## src/rtl/spi_pkg.sv

```systemverilog
// Shared SPI/RAM definitions: FSM states, command codes and word widths.
package spi_pkg;

    localparam int unsigned FRAME_W = 10;
    localparam int unsigned DATA_W  = 8;
    localparam int unsigned CNT_W   = 4;

    localparam logic [1:0] CMD_WR_ADDR = 2'b00;
    localparam logic [1:0] CMD_WR_DATA = 2'b01;
    localparam logic [1:0] CMD_RD_ADDR = 2'b10;
    localparam logic [1:0] CMD_RD_DATA = 2'b11;

    typedef enum logic [2:0] {
        IDLE,
        CHK_CMD,
        WRITE,
        READ_ADD,
        READ_DATA
    } state_e;

    // Word handed to the RAM: command in the top two bits, address or data below.
    typedef struct packed {
        logic [1:0]        cmd;
        logic [DATA_W-1:0] payload;
    } rx_word_t;

endpackage

```

## src/rtl/spi_slave_if.sv

```systemverilog
// SPI pins plus the RAM-facing parallel word and read-back handshake.
interface spi_slave_if
    import spi_pkg::*;
();

    logic              SS_n;
    logic              MOSI;
    logic              MISO;
    rx_word_t          rx_data;
    logic              rx_valid;
    logic [DATA_W-1:0] tx_data;
    logic              tx_valid;

    modport slave (
        input  SS_n,
        input  MOSI,
        input  tx_data,
        input  tx_valid,
        output MISO,
        output rx_data,
        output rx_valid
    );

    modport master (
        output SS_n,
        output MOSI,
        output tx_data,
        output tx_valid,
        input  MISO,
        input  rx_data,
        input  rx_valid
    );

endinterface

```

## src/rtl/spi_slave.sv

```systemverilog
// SPI slave front end for the single-port RAM: deserialises 10-bit words
// and serialises RAM read data back on MISO.
module spi_slave
    import spi_pkg::*;
(
    input logic        clk,
    input logic        rst_n,
    spi_slave_if.slave bus
);

    state_e              state;
    state_e              next_state;
    logic [CNT_W-1:0]    bit_cnt;
    logic [FRAME_W-2:0]  rx_shift;
    logic [DATA_W-1:0]   tx_shift;
    logic [CNT_W-1:0]    tx_cnt;
    logic                tx_active;
    logic                rd_addr_seen;

    logic                shift_en_c;
    logic                frame_done_c;
    logic                tx_load_c;
    logic                tx_shift_c;

    // State register.
    always_ff @(posedge clk) begin
        if (!rst_n) begin
            state <= IDLE;
        end else begin
            state <= next_state;
        end
    end

    // Next-state decode and datapath enables.
    always_comb begin
        next_state   = state;
        shift_en_c   = 1'b0;
        frame_done_c = 1'b0;
        tx_load_c    = 1'b0;
        tx_shift_c   = 1'b0;
        case (state)
            IDLE: begin
                if (!bus.SS_n) begin
                    next_state = CHK_CMD;
                end
            end
            CHK_CMD: begin
                if (bus.SS_n) begin
                    next_state = IDLE;
                end else if (!bus.MOSI) begin
                    next_state = WRITE;
                end else if (rd_addr_seen) begin
                    next_state = READ_DATA;
                end else begin
                    next_state = READ_ADD;
                end
            end
            WRITE, READ_ADD, READ_DATA: begin
                if (bus.SS_n) begin
                    next_state = IDLE;
                end else if (bit_cnt < CNT_W'(FRAME_W)) begin
                    shift_en_c   = 1'b1;
                    frame_done_c = (bit_cnt == CNT_W'(FRAME_W - 1));
                end else if (state == READ_DATA) begin
                    // Frame finished; only the read-data readout phase listens to tx_valid.
                    if (!tx_active) begin
                        tx_load_c = bus.tx_valid;
                    end else begin
                        tx_shift_c = 1'b1;
                    end
                end
            end
            default: begin
                next_state = IDLE;
            end
        endcase
    end

    // Shift registers, counters and registered outputs.
    always_ff @(posedge clk) begin
        if (!rst_n) begin
            bit_cnt      <= '0;
            rx_shift     <= '0;
            tx_shift     <= '0;
            tx_cnt       <= '0;
            tx_active    <= 1'b0;
            rd_addr_seen <= 1'b0;
            bus.MISO     <= 1'b0;
            bus.rx_valid <= 1'b0;
            bus.rx_data  <= '0;
        end else if (bus.SS_n) begin
            // Deselect aborts any frame; rx_data and rd_addr_seen are kept.
            bit_cnt      <= '0;
            rx_shift     <= '0;
            tx_shift     <= '0;
            tx_cnt       <= '0;
            tx_active    <= 1'b0;
            bus.MISO     <= 1'b0;
            bus.rx_valid <= 1'b0;
        end else begin
            bus.rx_valid <= frame_done_c;
            if (shift_en_c) begin
                rx_shift <= {rx_shift[FRAME_W-3:0], bus.MOSI};
                bit_cnt  <= bit_cnt + CNT_W'(1);
            end
            if (frame_done_c) begin
                bus.rx_data <= rx_word_t'({rx_shift, bus.MOSI});
                if (state == READ_ADD) begin
                    rd_addr_seen <= 1'b1;
                end else if (state == READ_DATA) begin
                    rd_addr_seen <= 1'b0;
                end
            end
            if (tx_load_c) begin
                bus.MISO  <= bus.tx_data[DATA_W-1];
                tx_shift  <= {bus.tx_data[DATA_W-2:0], 1'b0};
                tx_cnt    <= CNT_W'(DATA_W - 1);
                tx_active <= 1'b1;
            end else if (tx_shift_c) begin
                if (tx_cnt != '0) begin
                    bus.MISO <= tx_shift[DATA_W-1];
                    tx_shift <= {tx_shift[DATA_W-2:0], 1'b0};
                    tx_cnt   <= tx_cnt - CNT_W'(1);
                end else begin
                    bus.MISO <= 1'b0;
                end
            end
        end
    end

endmodule

```

## src/flat_wrapper.sv

```systemverilog
// flat-port wrapper written by rule: the top's interface ports become plain ports
module spi_slave_flat import spi_pkg::*;
  (clk, rst_n, bus_SS_n, bus_MOSI, bus_tx_data, bus_tx_valid, bus_MISO, bus_rx_data, bus_rx_valid);
  spi_slave_if bus_i ();
  input logic clk;
  input logic rst_n;
  input wire logic [$bits(bus_i.SS_n)-1:0] bus_SS_n;
  input wire logic [$bits(bus_i.MOSI)-1:0] bus_MOSI;
  input wire logic [$bits(bus_i.tx_data)-1:0] bus_tx_data;
  input wire logic [$bits(bus_i.tx_valid)-1:0] bus_tx_valid;
  output wire logic [$bits(bus_i.MISO)-1:0] bus_MISO;
  output wire logic [$bits(bus_i.rx_data)-1:0] bus_rx_data;
  output wire logic [$bits(bus_i.rx_valid)-1:0] bus_rx_valid;
  assign bus_i.SS_n = bus_SS_n;
  assign bus_i.MOSI = bus_MOSI;
  assign bus_i.tx_data = bus_tx_data;
  assign bus_i.tx_valid = bus_tx_valid;
  assign bus_MISO = bus_i.MISO;
  assign bus_rx_data = bus_i.rx_data;
  assign bus_rx_valid = bus_i.rx_valid;
  spi_slave u_core (.clk(clk), .rst_n(rst_n), .bus(bus_i));
endmodule
```

## config.mk

```make
export PLATFORM = sky130hd
export DESIGN_NAME = spi_slave_flat
export DESIGN_NICKNAME = d
export VERILOG_FILES = /design/src/rtl/spi_pkg.sv /design/src/rtl/spi_slave_if.sv /design/src/rtl/spi_slave.sv /design/src/flat_wrapper.sv
export SDC_FILE = /design/constraint.sdc
export NUM_CORES = 1
export LEC_CHECK = 0
export BUFFER_PORTS_ARGS = -buffer_cell sky130_fd_sc_hd__buf_2
export CAP_MARGIN = 20
export CORE_MARGIN = 2
export CORE_UTILIZATION = 55
export CTS_BUF_LIST = sky130_fd_sc_hd__clkbuf_8
export DETAILED_ROUTE_END_ITERATION = 16
export PLACE_DENSITY_LB_ADDON = 0.1
export SKIP_LAST_GASP = 1
export SYNTH_ARGS = -nofsm -noshare
export SYNTH_HDL_FRONTEND = slang
export SYNTH_SLANG_ARGS = --single-unit
```

## constraint.sdc

```tcl
create_clock -name clk -period 2.4 [get_ports clk]
set_clock_uncertainty 0.1 [all_clocks]
set_input_delay 0.48 -clock clk [delete_from_list [all_inputs] [get_ports clk]]
set_output_delay 0.48 -clock clk [all_outputs]
set_load 0.01 [all_outputs]
```

Word-level counts from Yosys, hierarchy flattened:

Cells that the tools add are included.

* register bits after elaboration: 41
* bits of input ports: 13
* output and inout port bits: 12
* logic and storage cells: 70

* $add $sub $neg: 2
* $lt $le $gt $ge: 1
* eq/ne operators: 7
* muxes and demuxes: 33
* bitwise gates (word level): 2
* reduce and logical (&&, ||, !) cells: 13

Operators by type and width (count)
* 2-to-1 mux 3 bit: 8
* 2-to-1 mux 8 bit: 3
* 2-to-1 mux 1 bit: 21
* one-hot mux 3 bit (3 select lines): 1
* AND reduction 2 bit: 4
* equality test 3 x 2 -> 1 bit (second input constant): 2
* nonzero test 2 bit: 3
* OR reduction 3 bit: 2
* adder 4 x 1 -> 4 bit (second input constant): 1
* equality test 4 bit (second input constant): 1
* < comparator 4 bit (second input constant): 1
* inequality test 2 bit (second input constant): 2
* nonzero test 4 bit: 1
* subtractor 4 x 1 -> 4 bit (second input constant): 1
* equality test 3 x 1 -> 1 bit (second input constant): 1
* equality test 3 bit (second input constant): 1
* logical NOT 3 bit: 1
* AND reduction 3 bit: 1
* NOT 1 bit: 2
* OR reduction 2 bit: 1

Depth between registers and ports, before layout:

Gate-level depths: netlist (run 1).

* depth in word-level cells: 7
* mapped depth: 7
* depth with buffers taken out: 6

Worst setup path before layout (run 1):

Ideal clock, no wire load.

* path kind: reg-to-reg
* from: register u_core.tx_cnt[0]
* to: register u_core.tx_cnt[1]
* library setup time: 0.070 ns
* arrival time: 1.632 ns
* required time: 2.230 ns
* slack: 0.597 ns
* stages on the path, launching flop included: 8
* path buffers: 1
* clock period less this slack: 1.803 ns
* path through: dfxtp_1 inv_1 ha_1 or3b_2 nand4_1 buf_6 mux2_4 a21oi_1

* longest elaborated chain between the ends: 4
* elaborated cells on any way between the ends: 7
* classes of those cells: add/sub: 1; mux: 3; reduce/logical: 3

Ends and longest elaborated chain
* start, declared: RTL line spi_slave.sv:16 `logic [CNT_W-1:0] tx_cnt;`
* start signal, assigned: RTL line spi_slave.sv:117 `tx_cnt <= CNT_W'(DATA_W - 1);`
* start signal, assigned: RTL line spi_slave.sv:123 `tx_cnt <= tx_cnt - CNT_W'(1);`
* subtractor 4 x 1 -> 4 bit: RTL line spi_slave.sv:123
* 2-to-1 mux 3 bit: RTL line spi_slave.sv:120 `if (tx_cnt != '0) begin`
* 2-to-1 mux 3 bit: RTL line spi_slave.sv:119 `end else if (tx_shift_c) begin`
* 2-to-1 mux 3 bit: RTL line spi_slave.sv:114 `if (tx_load_c) begin`

Several ways; a longest one is shown, not always the timed one. The select of a mux whose other input is x is not followed.
A chain may end at the register's enable or synchronous reset.

Final worst setup path (run 1):

* from: register u_core.tx_cnt[0]
* to: register u_core.tx_shift[3]

* longest elaborated chain between the ends: 3

Ends and longest elaborated chain
* nonzero test 4 bit: RTL line spi_slave.sv:120
* nonzero test 2 bit (no source line)
* AND reduction 2 bit (no source line)
* end signal, assigned: RTL line spi_slave.sv:116 `tx_shift <= {bus.tx_data[DATA_W-2:0], 1'b0};`
* end signal, assigned: RTL line spi_slave.sv:122 `tx_shift <= {tx_shift[DATA_W-2:0], 1'b0};`
* end, declared: RTL line spi_slave.sv:15 `logic [DATA_W-1:0] tx_shift;`

No other way between the ends.

==> metrics.md, run 1 <==
| Metric | Value |
|---|---|
| Status | `finished, final reports clean` |
| Via density | `5.29` |
| Synth cell count leaders | `41 x dfxtp_1, 25 x nand2_1, 22 x o21ai_0` |
| Post-CTS setup buffer count | `0` |
| Num rows | `20` |
| Max VDD drop | `0.000478 V` |
| Initial DRC count | `61` |
| Yosys reg bits | `41` |
| Seq/Total Area, Yosys | `47.0%` |
| CTS resizes | `0` |
| Worst slew pin tran | `0.456 ns` |
| TritonCTS buffer count | `5` |
| Worst-skew pair later-pin latency | `0.28 ns` |
| All-layer global routing usage | `19.9%` |
| Crit path buf inv count | `2` |
| Post-synth ARST share | `0%` |
| CTS Root Cell | `clkbuf_8` |
| CTS Buffer Depth | `2` |
| Fin cells | `264` |
| Number of global-route vias before repair | `1239` |
| Layout area overhead | `12.4%` |
| Sum Neg Setup Slack | `0 ns` |
| Max-Cap Viols | `0` |
| P_leak | `0.771 nW` |
| Post-synth cell types | `41` |
| Crit Path Class | `flop to flop` |
| Layout cells sized above 1 | `18.6%` |
| Die Y-Extent | `60.4 um` |
| PortBufs | `24` |
| Final setup vio count | `0` |
| Vias | `1396` |
| DP HPWL | `2220 um` |
| RSZ-0062 raised after global routing | `false` |
| Width of the die | `60.4 um` |
| Post-detailed-route count of antenna-violating nets | `0` |
| Routed WL | `3270 um` |
| First-pass GRT wire length | `5370 um` |
| Top Ports | `25` |
| Crit path max-delay cell type | `or3b_2` |
| Routed wire per std cell | `12.4 um` |
| Number of diodes | `0` |
| Clk slew on worst S/H paths | `0.07 ns` |
| Final hold viol count | `0` |
| Synth area leader | `dfxtp_1` |
| Cell Pwr Density | `578 nW/um2` |
| Most frequent cell after synthesis | `dfxtp_1` |
| Post-Synthesis Cells | `196` |
| Critical path cell sequence | `inv_1 -> ha_1 -> or3b_2 -> nand4_1 -> buf_4 -> mux2i_1 -> a21oi_1` |
| Post-route minimum period | `1.97 ns` |
| Arrival time at the worst endpoint | `2.04 ns` |
| Hold buffer count at cts | `0` |
| Area share of the largest cell type after synthesis | `47.0%` |
| Mean area per synthesized cell | `8.92 um2` |
| Worst slew margin | `69.6%` |
| Max Clock Freq | `507 MHz` |
| Ys flop type | `dfxtp_1` |
| Clock sinks | `41` |
| Max Slew Vio Count | `0` |
| CP max stage delay | `0.45 ns` |
| Initial Util | `57.7%` |
| CP required | `2.47 ns` |
| Grt total ovfl | `0` |
| Post-Synthesis Cell Area | `1750 um2` |
| Placed insts | `256` |
| Period utilisation layout | `82.1%` |
| Worst Setup End Kind | `flop` |
| Die area | `3650 um2` |
| CTS tree | `yes` |
| Routability cong. | `0.802` |
| Pin count of the biggest net entering global routing | `30` |
| Ranking of synthesized cells by area | `dfxtp_1 47%, o21ai_0 6.3%, nand3_1 5.4%, nand2_1 5.4%, a21oi_1 4.3%` |
| Layout Nets | `235` |
| HP Class | `input pin to flop` |
| Core ar. | `3030 um2` |
| Initial antenna violation count | `0` |
| CP top delay family | `simple AND/OR/NAND/NOR gates` |
| Initial DRT Pass Iterations | `4` |
| H-tree depth | `2` |
| CP Max Fanout | `7` |
| Syn. warnings | `0` |
| Net count after synthesis | `212` |
| Critical Path Start Type | `flop` |
| EDFF count, synth | `0` |
| # DRC | `0` |
[registers in the layout (all words and copies together), names as in the netlist]
signal	count
u_core.tx_active	1
u_core.tx_shift	7
u_core.rx_shift	9
u_core.bit_cnt	4
u_core.state	3
u_core.rd_addr_seen	1
u_core.bus.MISO	1
u_core.bus.rx_valid	1
u_core.tx_cnt	4
u_core.bus.rx_data	10
[final cells by class]
cell class / count / area, um2
Timing Repair Buffer: 29 / 158
Fill cell: 268 / 1060
Tap cell: 44 / 55.1
Sequential cell: 41 / 821
Clock buffer: 5 / 68.8
Clock inverter: 3 / 11.3
Multi-Input combinational cell: 136 / 828
Inverter: 6 / 22.5
[worst reg2reg max path, stage by stage (launching register included)]
cell and delay [ns]:
dfxtp_1 0.31, inv_1 0.08, ha_1 0.19, or3b_2 0.45, nand4_1 0.21, buf_4 0.22
mux2i_1 0.21, a21oi_1 0.09
[placed cells by master, fill, tap and decap left out, drive strengths merged, types with 5 or more instances in the layout]
cell type  netlist  routed
dfxtp           41      41
buf              6      29
o21ai           26      26
nand2           25      25
nand3           19      19
a21oi           15      15
inv              6       9
mux2i            7       7
nor2             5       5
nand4            5       5
clkbuf           7       5
[through the flow]
| stage | hold slack, ns | instance area, um2 | worst slack [ns] | total power, mW | utilization, % |
|---|---|---|---|---|---|
| global route | 0.319 | 1960 | 0.271 | 1.18 | 64.9 |
| CTS | 0.324 | 1960 | 0.423 | 1.15 | 64.9 |
| detailed placement | 0.353 | 1880 | 0.405 | 0.745 | 62.2 |
| global placement | 0.342 | 1880 | 0.463 | 0.743 | 62.2 |
| floorplan | 0.336 | 1750 | 0.597 | 0.727 | - |
| finish | 0.330 | 1960 | 0.429 | 1.13 | 64.9 |
[cell families after synthesis]
family	count (synthesis)	synth area share, %
multiplexers	8	4.87
XOR/XNOR	2	1.00
adder cells (fa/ha/maj)	3	2.15
AO/OA/AOI/OAI	53	18.0
buffers and inverters	19	5.65
flip-flops	41	47.0
AND/OR/NAND/NOR	70	21.3
[final timing paths]
kind / end / from / slack, ns / cells past startpoint
min reg2reg: u_core.bus.rx_data[3] / u_core.bus.rx_data[3] / 0.36 / 2
min: u_core.bus.MISO / bus_tx_data[7] / 0.33 / 2
max: u_core.tx_shift[3] / u_core.tx_cnt[0] / 0.43 / 7
max reg2reg: u_core.tx_shift[3] / u_core.tx_cnt[0] / 0.43 / 7
[metal layers]
metal / GRT usage [%] / part of all wire (%) / vias to the layer above
met1: 25.8 / 50 / 642
li1: - / - / 736
met4: 8.57 / 0.89 / 0
met3: 7.04 / 3.2 / 2
met2: 30.1 / 46 / 16
met5: 0 / 0 / -
[power breakdown]
group          total (mW)  switching, mW  internal (mW)
combinational      0.0431         0.0279         0.0151
clock               0.405          0.212          0.194
sequential          0.686        0.00442          0.682
No activity file was read; power rests on OpenSTA's default activity.
==> inputs of run 2 (changes only) <==
--- a/config.mk
+++ b/config.mk
@@ -5,6 +5,7 @@
 export SDC_FILE = /design/constraint.sdc
 export NUM_CORES = 1
 export LEC_CHECK = 0
+export ABC_AREA = 1
 export BUFFER_PORTS_ARGS = -buffer_cell sky130_fd_sc_hd__buf_2
 export CAP_MARGIN = 20
 export CORE_MARGIN = 2
==> constraint.sdc (replaced) <==
create_clock -name clk -period 1.9 [get_ports clk]
set_clock_uncertainty 0.1 [all_clocks]
set_input_delay 0.38 -clock clk [delete_from_list [all_inputs] [get_ports clk]]
set_output_delay 0.38 -clock clk [all_outputs]
set_load 0.01 [all_outputs]
==> run 2 against run 1 <==
  * Clock power grew 37%
  * First-iteration DRC count shrank 6.6%
  * Final cell count grew 19%
  * Sequential share of layout area shrank 2.6 points
  * Largest cell class unchanged
  * Combinational power grew 53%
  * Flip-flop and latch count is the same
  * Die area grew 7.1%
  * Global-route usage shrank 0.31 points
  * Sequential power grew 27%
  * Synthesized cell count grew 23%
  * Power grew 31%
==> metrics.md, run 2 <==
| Metric | Value |
|---|---|
| Status | `finished, final reports clean` |
| Grt total ovfl | `0` |
| Synth cell count leaders | `43 x nor2_1, 41 x dfxtp_1, 33 x nand2_1` |
| Mean area per synthesized cell | `7.80 um2` |
| Largest registers | `u_core.bus.rx_data: 10 flops, u_core.rx_shift: 9 flops, u_core.tx_shift: 7 flops` |
| Cell Pwr Density | `712 nW/um2` |
| Main combinational cell family by area after synthesis | `simple AND/OR/NAND/NOR gates` |
| Core ar. | `3310 um2` |
| H-tree depth | `2` |
| Post-Synthesis Cells | `241` |
| Seq/Total Area, Yosys | `43.6%` |
| Die area | `3900 um2` |
| CTS Buffer Depth | `2` |
| TritonCTS buffer count | `5` |
| Mux cell area share after synthesis | `0%` |
| Hold buffer count at cts | `0` |
| Max Slew Vio Count | `0` |
| Layout Nets | `282` |
| Synth Area in Compound Gates | `13.8%` |
| Arrival time at the worst endpoint | `1.77 ns` |
| Number of diodes | `0` |
| R2R setup slack | `0.25 ns` |
| Placed cell areas | `2010 um2` |
| Routability cong. | `0.841` |
| HP Class | `input pin to flop` |
| PortBufs | `24` |
| Post-Synthesis Cell Area | `1880 um2` |
| Routed wire per std cell | `11.3 um` |
| Synth Area in Simple Gates | `32.1%` |
| # DRC | `0` |
| Multi-input gate area | `910 um2` |
| Crit Path Class | `flop to flop` |
| Top Ports | `25` |
| Synth area leader | `dfxtp_1` |
| CTS tree | `yes` |
| Max FFs per register | `10` |
| Via density | `5.08` |
| Design Area, Final | `2090 um2` |
| Yosys reg bits | `41` |
| Post-route minimum period | `1.65 ns` |
| Net count after synthesis | `257` |
| Worst-skew pair later-pin latency | `0.29 ns` |
| CP required | `2.03 ns` |
| Pin count of the biggest net entering global routing | `23` |
| Final Worst Setup Slack | `0.253 ns` |
| Ranking of synthesized cells by area | `dfxtp_1 44%, nor2_1 8.6%, nand2_1 6.6%, o21ai_0 5.9%, a21oi_1 4.5%` |
| Post-synth cell types | `27` |
| Final hold viol count | `0` |
| Width of the die | `62.5 um` |
| CTS resizes | `0` |
| Initial Util | `56.8%` |
| Layout cells sized above 1 | `21.3%` |
| Routed WL | `3530 um` |
| Critical Path Start Type | `flop` |
| Ys flop type | `dfxtp_1` |
| Syn. warnings | `0` |
| All-layer global routing usage | `19.6%` |
| DP HPWL | `2520 um` |
| Area share of fa/ha/maj cells after synthesis | `2.00%` |
| Layout area overhead | `11.3%` |
| Max VDD drop | `0.000459 V` |
| Filler cells | `333` |
| Clk slew on worst S/H paths | `0.08 ns` |
| Worst slew margin | `69.1%` |
| Commonest non-fill, non-tap cells in the layout | `43 x nor2_1, 41 x dfxtp_1, 33 x nand2_1` |
| Most frequent cell after synthesis | `nor2_1` |
| Max Clock Freq | `607 MHz` |
| Final setup vio count | `0` |
| P_leak | `0.878 nW` |
| Post-synth ARST share | `0%` |
| Post-detailed-route count of antenna-violating nets | `0` |
| Clock sinks | `41` |
| Initial DRC count | `57` |
| Post-Synth XOR/XNOR Area | `0.466%` |
| Period utilisation layout | `86.7%` |
| CP Max Fanout | `11` |
| Fin Hold WS | `0.245 ns` |
| RSZ-0062 raised after global routing | `false` |
| Post-CTS setup buffer count | `0` |
| Initial antenna violation count | `0` |
| Commonest non-fill, non-tap cell in the layout | `nor2_1` |
| Worst slew pin tran | `0.463 ns` |
| Worst Setup End Kind | `flop` |
| Die Y-Extent | `62.5 um` |
| Reg with most FFs | `u_core.bus.rx_data` |
| Vias | `1590` |
| Initial DRT Pass Iterations | `4` |
| Fin cells | `313` |
| Max-Cap Viols | `0` |
| FF+latch area | `821 um2` |
| Number of global-route vias before repair | `1449` |
| Final core utilization | `63.2%` |
| CTS Root Cell | `clkbuf_8` |
| Pre-CTS WS | `0.236 ns` |
| Area share of the largest cell type after synthesis | `43.6%` |
| Placed insts | `305` |
| EDFF count, synth | `0` |
| Tot Pwr | `1.49 mW` |
| Sum Neg Setup Slack | `0 ns` |
| Num rows | `21` |
| First-pass GRT wire length | `6180 um` |
==> run 2: changes by cell type after synthesis, moves of 3 or more <==
cell      change
nand2_1       +8
mux2i_1       -7
a21oi_2       +4
nand2_4       +3
nor2_4        +3
clkbuf_1      -4
o21ai_1       -3
nand4_1       +5
inv_1        +11
nor2_1       +38
nand2_2       +6
==> run 2: worst paths after layout <==
kind | start | to | depth (start not counted)
max reg2reg | u_core.bit_cnt[1] | u_core.bus.rx_data[0] | 8
min reg2reg | u_core.bus.rx_data[7] | u_core.bus.rx_data[7] | 2
min | bus_tx_data[7] | u_core.bus.MISO | 3
max | u_core.bit_cnt[1] | u_core.bus.rx_data[0] | 8
==> run 2: logic make-up (layout without fill, tap and decap cells) <==
logic type      Yosys count  in the layout
simple gates            122            122
compound gates           46             46
flops                    41             41
buf+inv                  28             54
fa+ha+maj                 3              3
xor+xnor                  1              1
==> run 2: cell type report <==
| class | count | share of cell area (%) |
|---|---|---|
| clock buffers | 5 | 3.29 |
| multi-input cells | 172 | 43.5 |
| clock inverters | 3 | 0.837 |
| well taps | 46 | 2.75 |
| flip-flops and latches | 41 | 39.2 |
| inverters | 19 | 3.65 |
| repair buffers | 27 | 6.81 |
==> run 2: worst max-delay path: stages (launching register included) <==
cell     delay [ns]
dfxtp_1        0.40
inv_1          0.09
ha_1           0.14
nand3_1        0.11
nor2_1         0.16
nand2_1        0.09
inv_1          0.26
o21ai_0        0.12
a21oi_1        0.11
==> run 2: power by group <==
part	internal (mW)	leakage (nW)	switching, mW	total, mW
combinational	0.0233	0.504	0.0427	0.0659
clock	0.254	0.0439	0.303	0.556
sequential	0.863	0.331	0.00517	0.868
total	1.14	0.878	0.350	1.49
==> run 2: per-layer routing <==
metal / share of wire [%] / global-route usage [%] / vias to the layer above / routed length [um]
met2: 43 / 31.6 / 28 / 1530
li1: - / - / 847 / -
met4: 1.4 / 8.33 / 0 / 50
met5: 0 / 0 / - / 0
met1: 51 / 25.4 / 710 / 1810
met3: 3.9 / 4.14 / 5 / 137
==> inputs of run 3 (changes only) <==
--- a/config.mk
+++ b/config.mk
@@ -8,8 +8,10 @@
 export ABC_AREA = 1
 export BUFFER_PORTS_ARGS = -buffer_cell sky130_fd_sc_hd__buf_2
 export CAP_MARGIN = 20
+export CELL_PAD_IN_SITES_DETAIL_PLACEMENT = 1
+export CELL_PAD_IN_SITES_GLOBAL_PLACEMENT = 2
 export CORE_MARGIN = 2
-export CORE_UTILIZATION = 55
+export CORE_UTILIZATION = 34
 export CTS_BUF_LIST = sky130_fd_sc_hd__clkbuf_8
 export DETAILED_ROUTE_END_ITERATION = 16
 export PLACE_DENSITY_LB_ADDON = 0.1
==> run 3 against run 2 <==
  * Final cell count up 9.3%
  * Die area up 57%
  * Final area up 4.0%
  * Via count up 2.3%
  * Worst setup slack worse by 0.045 ns
  * Sequential power about the same
  * First-iteration DRC count down 16%
  * Wire length up 20%
  * Flip-flop and latch count unchanged
  * Largest power group unchanged
==> metrics.md, run 3 (synthesized netlist as in run 2, its figures left out) <==
| Metric | Value |
|---|---|
| Period utilisation layout | `89.1%` |
| Worst r2r src | `u_core.bit_cnt[1]` |
| Post-detailed-route count of antenna-violating nets | `0` |
| Sum Neg Setup Slack | `0 ns` |
| Multi-input gate area | `910 um2` |
| Via density | `4.76` |
| Cells on worst reg2reg path | `8` |
| Hold path depth | `3` |
| Reg with most FFs | `u_core.bus.rx_data` |
| Worst slew pin tran | `0.463 ns` |
| CTS Root Cell | `clkbuf_8` |
| Die area | `6140 um2` |
| Worst-skew pair later-pin latency | `0.29 ns` |
| R2R setup slack | `0.21 ns` |
| Vias | `1627` |
| P_leak | `0.904 nW` |
| Max VDD drop | `0.000277 V` |
| Status | `finished, final reports clean` |
| Pin count of the biggest net entering global routing | `23` |
| Hold Crit Start | `bus_tx_data[7]` |
| Cell Pwr Density | `763 nW/um2` |
| Arrival time at the worst endpoint | `1.77 ns` |
| Routability cong. | `0.753` |
| Initial DRC count | `48` |
| Hold buffer count at cts | `0` |
| Routed WL | `4220 um` |
| CP Max Fanout | `11` |
| H-tree depth | `2` |
| Tot Pwr | `1.66 mW` |
| Crit path max-delay cell type | `dfxtp_1` |
| DP HPWL | `3050 um` |
| Max Slew Vio Count | `0` |
| Hold Path Sink | `u_core.bus.MISO` |
| Final setup vio count | `0` |
| CP required | `1.97 ns` |
| Critical Path Start Type | `flop` |
| Commonest non-fill, non-tap cell in the layout | `nor2_1` |
| CP max stage delay | `0.50 ns` |
| Worst Setup End Kind | `flop` |
| Layout cells sized above 1 | `22.2%` |
| Number of diodes | `0` |
| Final hold viol count | `0` |
| Layout area overhead | `15.8%` |
| CP top delay family | `flip-flops` |
| Top Ports | `25` |
| HP Class | `input pin to flop` |
| Layout Nets | `285` |
| Max-Cap Viols | `0` |
| Grt total ovfl | `0` |
| Width of the die | `78.4 um` |
| Clock sinks | `41` |
| Crit Path Class | `flop to flop` |
| Die Y-Extent | `78.4 um` |
| # DRC | `0` |
| Clk slew on worst S/H paths | `0.08 ns` |
| All-layer global routing usage | `15.3%` |
| PortBufs | `24` |
| CTS tree | `yes` |
| Worst setup path start | `u_core.bit_cnt[1]` |
| Worst slew margin | `69.1%` |
| Filler cells | `702` |
| Initial DRT Pass Iterations | `4` |
| Worst path most repeated cell | `inv_1` |
| FF+latch area | `821 um2` |
| Max FFs per register | `10` |
| Routed wire per std cell | `12.3 um` |
| Crit path buf inv count | `2` |
| Post-CTS setup buffer count | `0` |
| Num rows | `27` |
| Commonest non-fill, non-tap cells in the layout | `43 x nor2_1, 41 x dfxtp_1, 33 x nand2_1` |
| Initial antenna violation count | `0` |
| CTS Buffer Depth | `2` |
| Initial Util | `34.6%` |
| Max Clock Freq | `591 MHz` |
| Core ar. | `5440 um2` |
| RSZ-0062 raised after global routing | `false` |
| Critical path cell sequence | `inv_1 -> ha_1 -> nand3_1 -> nor2_1 -> nand2_1 -> inv_1 -> o21ai_0 -> a21oi_1` |
| CTS resizes | `0` |
| First-pass GRT wire length | `7360 um` |
| Post-route minimum period | `1.69 ns` |
| R2R Path End | `u_core.bus.rx_data[0]` |
| Largest registers | `u_core.bus.rx_data: 10 flops, u_core.rx_shift: 9 flops, u_core.tx_shift: 7 flops` |
| Number of global-route vias before repair | `1574` |
| TritonCTS buffer count | `5` |
==> run 3: cell count changes in the layout (fill, tap and decap cells not counted) <==
cell | previous run | this run
bufinv_16 | 0 | 1
buf_4 | 3 | 6
clkinv_2 | 2 | 0
clkinv_4 | 1 | 2
==> run 3: worst max-delay path by stage <==
stage | end | slack, ns | cells past startpoint
after floorplan | u_core.bus.MISO | 0.48 | 10
after global placement | u_core.bus.rx_data[0] | 0.27 | 8
after detailed placement | u_core.bus.rx_data[0] | 0.22 | 8
after CTS | u_core.bus.rx_data[0] | 0.17 | 8
after global routing | u_core.bus.rx_data[0] | 0.04 | 8
final | u_core.bus.rx_data[0] | 0.21 | 8
==> run 3: report_power, final <==
group	switching, mW	internal [mW]	total [mW]
registers	0.00485	0.863	0.868
clock network	0.326	0.393	0.720
logic	0.0456	0.0273	0.0729
total	0.377	1.28	1.66
==> run 3: final cells by class <==
class | instances | share of cell area [%]
clock buffer | 5 | 3.16
sequential | 41 | 37.7
timing repair buffer | 30 | 7.59
clock inverter | 3 | 2.13
multi-input combinational | 172 | 41.8
inverter | 19 | 3.51
tap | 72 | 4.14
==> run 3: metrics by stage <==
stage / worst slack [ns] / instances / instance area [um2] / utilization (%) / hold slack, ns
after detailed placement: 0.216 / 334 / 2060 / 37.9 / 0.368
after floorplan: 0.476 / 241 / 1880 / - / 0.349
after CTS: 0.173 / 342 / 2180 / 40.0 / 0.249
after global placement: 0.267 / 334 / 2060 / 37.9 / 0.358
after global routing: 0.0369 / 342 / 2180 / 40.0 / 0.272
final: 0.208 / 342 / 2180 / 40.0 / 0.253
==> run 3: worst register-to-register path, cell delays in order (launching register included) <==
cell and delay (ns):
dfxtp_1 0.50, inv_1 0.08, ha_1 0.19, nand3_1 0.09
nor2_1 0.06, nand2_1 0.09, inv_1 0.19, o21ai_0 0.22
a21oi_1 0.06
==> run 3: metal layers <==
layer / vias up / GRT usage (%) / share of wire [%]
met1: 754 / 20.1 / 51
met5: - / 0 / 0
met3: 5 / 3.79 / 2.7
li1: 848 / - / -
met4: 0 / 5.26 / 1.5
met2: 20 / 24.4 / 44
